File: src/rtl/port_out_fifo.sv
// Output-port word FIFO: class-checked push, first-word fall-through pop,
// one-cycle error pulses and a saturating count of rejected words.
module port_out_fifo #(
  parameter int DATA_SIZE  = 10,
  parameter int FIFO_DEPTH = 4,
  parameter int CNT_SIZE   = 8
) (
  input  logic                 clk,
  input  logic                 reset,
  input  logic [DATA_SIZE-1:0] in_data,
  input  logic                 in_valid,
  output logic                 in_ready,
  output logic [DATA_SIZE-1:0] out_data,
  output logic                 out_valid,
  input  logic                 out_ready,
  output logic                 almost_full,
  output logic                 empty,
  output logic                 error_class,
  output logic                 error_overflow,
  output logic [CNT_SIZE-1:0]  drop_count
);
  localparam int                PTR_W    = $clog2(FIFO_DEPTH);
  localparam logic [PTR_W:0]    DEPTH_C  = (PTR_W+1)'(FIFO_DEPTH);
  localparam logic [PTR_W:0]    CNT_ONE  = (PTR_W+1)'(1);
  localparam logic [PTR_W-1:0]  PTR_ONE  = PTR_W'(1);
  localparam logic [CNT_SIZE-1:0] DROP_ONE = CNT_SIZE'(1);

  logic [DATA_SIZE-1:0] mem [FIFO_DEPTH];
  logic [PTR_W-1:0]     wr_ptr, rd_ptr;
  logic [PTR_W:0]       count;
  logic                 live;
  logic [1:0]           cls;
  logic                 full, legal, push, pop, class_hit, over_hit;

  assign cls         = in_data[DATA_SIZE-1 -: 2];
  assign legal       = (cls == 2'b00) || (cls == 2'b11);
  assign full        = (count == DEPTH_C);
  // live holds in_ready low until the first edge after reset release
  assign in_ready    = live && !full;
  assign out_valid   = (count != '0);
  assign empty       = !out_valid;
  assign almost_full = (count >= (DEPTH_C - CNT_ONE));
  assign out_data    = mem[rd_ptr];

  assign push      = in_valid && in_ready && legal;
  assign pop       = out_valid && out_ready;
  assign class_hit = in_valid && in_ready && !legal;
  assign over_hit  = in_valid && full;

  always_ff @(posedge clk or posedge reset) begin
    if (reset) begin
      for (int i = 0; i < FIFO_DEPTH; i++) mem[i] <= '0;
    end else if (push) begin
      mem[wr_ptr] <= in_data;
    end
  end

  always_ff @(posedge clk or posedge reset) begin
    if (reset) begin
      wr_ptr         <= '0;
      rd_ptr         <= '0;
      count          <= '0;
      live           <= 1'b0;
      error_class    <= 1'b0;
      error_overflow <= 1'b0;
      drop_count     <= '0;
    end else begin
      live           <= 1'b1;
      error_class    <= class_hit;
      error_overflow <= over_hit;
      if (push) wr_ptr <= wr_ptr + PTR_ONE;
      if (pop)  rd_ptr <= rd_ptr + PTR_ONE;
      if (push && !pop)      count <= count + CNT_ONE;
      else if (pop && !push) count <= count - CNT_ONE;
      if ((class_hit || over_hit) && (drop_count != '1))
        drop_count <= drop_count + DROP_ONE;
    end
  end
endmodule

File: config.mk
export PLATFORM = sky130hd
export DESIGN_NAME = port_out_fifo
export DESIGN_NICKNAME = d
export VERILOG_FILES = /design/src/rtl/port_out_fifo.sv
export SDC_FILE = /design/constraint.sdc
export NUM_CORES = 1
export LEC_CHECK = 0
export ABC_AREA = 1
export ABC_CLOCK_PERIOD_IN_PS = 1950
export CORE_MARGIN = 2
export CORE_UTILIZATION = 39
export CTS_CLUSTER_DIAMETER = 120
export CTS_CLUSTER_SIZE = 10
export DETAILED_ROUTE_END_ITERATION = 8
export PLACE_DENSITY_LB_ADDON = 0.12
export SYNTH_ARGS = -nofsm -noshare
export SYNTH_HDL_FRONTEND = slang
export SYNTH_SLANG_ARGS = --single-unit
File: constraint.sdc
create_clock -name clk -period 1.95 [get_ports clk]
set_clock_uncertainty 0.05 [all_clocks]
set_input_delay 0.39 -clock clk [delete_from_list [all_inputs] [get_ports clk]]
set_output_delay 0.39 -clock clk [all_outputs]
set_load 0.05 [all_outputs]
==> flow_summary.json <==
{
  "cp.arrival_ns": 2.06,
  "htree_levels": 3,
  "grt_overflow": 0,
  "rsz0062_at_grt": "yes",
  "dpl_cell_area_um2": 3440,
  "syn-instance-count": 313,
  "antenna_found_initial": 0,
  "period_minus_slack_ns": 1.90,
  "wl_um": 5970,
  "clk_pin_slew_ns": 0.06,
  "wl_per_cell_um": 12.6,
  "yosysWarnings": 0,
  "slew_viol_final": 0,
  "max_slew_margin_pct": 66.3,
  "crit_slowest_cell": "clkdlybuf4s50_1",
  "p_int_uw": 3900,
  "crit_buf_inv": 3,
  "fin_nets": 393,
  "synth_fp_nets": 334,
  "fin_tns_setup_ns": 0,
  "die_area_um2": 7840,
  "worstSkewPairLatency_ns": 0.33,
  "required_ns": 2.11,
  "ys.flop_type": "dfrtp_1",
  "avgSynthCellArea_um2": 8.91,
  "p_total_uw": 6880,
  "drcViolationCount": 0,
  "drtAntennaViolNets": 0,
  "tritoncts": "done",
  "power.density_nw_per_um2": 1840,
  "clockBufferDepth": 2,
  "crit_family": "buffers and inverters",
  "area_growth_pct": 33.8,
  "avgViaCountPerCell": 4.65,
  "finalCritPeriodShare_pct": 97.5,
  "root_buffer": "clkbuf_8",
  "cts_num_sinks": 58,
  "cpPeakStageDelay_ns": 0.49,
  "ys_async_sr_fraction_pct": 100,
  "synth_seq_area_share_pct": 52.0,
  "cpMostUsedCell": "inv_2",
  "globalplace.congestion": 0.775,
  "netlist_area_um2": 2790,
  "vias": 2198,
  "status": "finished, final reports clean",
  "diodes": 0,
  "worstMarginPinSlew_ns": 0.504,
  "grt_pass1_wl_um": 10000,
  "end_kind": "flip-flop",
  "p_sw_share_pct": 43.3,
  "dpl.hpwl_um": 4010,
  "drv_cap": 0,
  "synth.distinct_cells": 29,
  "fin_hold_ws_ns": 0.365,
  "path_class": "in2reg",
  "rows": 30,
  "r2r_slack_ns": 0.07,
  "numPortBuffers": 37,
  "p_leak_uw": 0.00194,
  "worstPathMaxFanout": 2,
  "hold_class": "in2async",
  "drt_pre_antenna_iters": 5,
  "grt_max_degree": 43,
  "die_x_um": 88.6,
  "grt_pass1_vias": 2153,
  "drive_gt1_share_pct": 26.0,
  "cp-start-kind": "primary input",
  "seq_power_share_pct": 29.7,
  "clock_power_share_pct": 18.4,
  "track_usage_pct": 17.0,
  "drt_iter0_markers": 130,
  "synth-edff-count": 0,
  "p_switching_uw": 2980,
  "fmax_mhz": 526,
  "setup_viol": 0,
  "finalHoldViolations": 0,
  "worstPathCellList": "clkdlybuf4s50_1 -> inv_2 -> nand2_1 -> nand2_2 -> nor2_8 -> ha_4 -> inv_2 -> fa_2 -> a21oi_2 -> o21ai_1 -> xor2_1",
  "core_um2": 6870,
  "start_util_pct": 40.6,
  "die_y_um": 88.6,
  "ys_ff_latch": 58,
  "vdd_drop_max_mv": 1.06,
  "p_comb_share_pct": 51.9,
  "io-pin-count": 38,
  "fin_area_um2": 3730,
  "cts_made_buffers": 9
}
[power by group through the flow]
stage	combinational, uW	clock [uW]	sequential [uW]
finish	3570	1270	2050
global route	3900	1350	2110
CTS	3540	1300	2040
detailed placement	3490	0	2050
global placement	3450	0	2040
floorplan	2300	0	2140
[final timing paths]
path	startpoint	to	cells after the start
hold reg to reg	mem[3]$_DFFE_PP0P_	mem[3]$_DFFE_PP0P_	2
max in group asynchronous	reset	mem[34]$_DFFE_PP0P_	3
hold / removal	reset	error_overflow$_DFF_PP0_	3
setup / recovery	in_data[9]	count[2]$_DFFE_PP0P_	11
min in group clk	in_data[8]	mem[19]$_DFFE_PP0P_	4
setup reg to reg	count[1]$_DFFE_PP0P_	count[1]$_DFFE_PP0P_	8
[state kept, by name, indices dropped and copies added (netlist names)]
name and count:
error_class 1, live 1, drop_count 8, mem 40, error_overflow 1, rd_ptr 2, count 3, wr_ptr 2
[cells in the final DEF, fill, tap and decap left out]
cell type,n
clkbuf_1,1
a21oi_2,1
nor2_4,1
mux2_2,1
a21oi_1,1
clkinv_2,1
xnor2_1,1
buf_6,3
o21ai_1,48
clkdlybuf4s50_1,12
nand3_1,10
nand2_1,72
conb_1,1
nor3_1,1
nor2_8,1
nand4_1,2
o21ai_2,6
xor2_1,7
fa_2,1
buf_4,37
dlymetal6s2s_1,3
nor2_1,24
ha_4,1
buf_12,6
clkbuf_8,11
dfrtp_1,58
inv_1,23
clkinv_4,1
nand2_2,4
o21ai_0,9
nand2_4,5
a21boi_1,1
o22ai_2,10
bufinv_16,2
inv_2,5
ha_1,5
nand3_4,1
[tightest hold or removal path, cell delays in order]
cell	delay, ns
clkdlybuf4s50_1	0.41
inv_2	0.08
buf_12	0.23
[kinds of logic after synthesis]
logic type / synth area share [%]
adder cells (fa/ha/maj): 3.41
AO/OA/AOI/OAI: 15.0
buffers and inverters: 6.95
XOR/XNOR: 2.51
other: 0.134
flip-flops: 52.0
multiplexers: 0.404
AND/OR/NAND/NOR: 19.6
[final cells by class]
class,count,area (um^2)
well taps,96,120
fillers,665,3140
flip-flops and latches,58,1450
inverters,28,105
repair buffers,61,589
clock buffers,12,155
multi-input cells,214,1240
clock inverters,4,73.8
[metrics by stage]
step	setup WS (ns)	utilization, %	cells
after floorplan	-0.0608	-	313
after global placement	-0.363	50.1	454
after detailed placement	-0.427	50.1	454
after CTS	0.00859	53.9	472
after global routing	-0.0427	54.3	473
final	0.0480	54.3	473
[layer usage]
metal | global-route usage (%) | wire, um
met1 | 22.1 | 2850
met4 | 4.96 | 83
met2 | 27.3 | 2780
met5 | 0 | 0
met3 | 5.50 | 252
[synthesized netlist by cell type (4+ instances only)]
library cell | number | area, um^2
ha_1 | 6 | 75.1
buf_6 | 4 | 45.0
o21ai_0 | 23 | 115
nor2_1 | 24 | 90.1
dfrtp_1 | 58 | 1450
nand2_1 | 73 | 274
nand2_4 | 4 | 45.0
clkbuf_1 | 5 | 18.8
o21ai_1 | 34 | 170
nand2_2 | 4 | 25.0
xor2_1 | 7 | 61.3
o22ai_1 | 10 | 62.6
inv_1 | 26 | 97.6
o21ai_2 | 6 | 52.6
nand3_1 | 10 | 50.1
[timing repair]
| item | 4_1_cts | 5_1_grt |
|---|---|---|
| buffers inserted | 2 | 1 |
| pin swaps | 2 | 2 |
| gates resized for setup | 5 | 21 |
| setup endpoints to repair | 2 | 13 |
| hold buffers | 0 | 0 |
(Power assumes the default switching activity.)
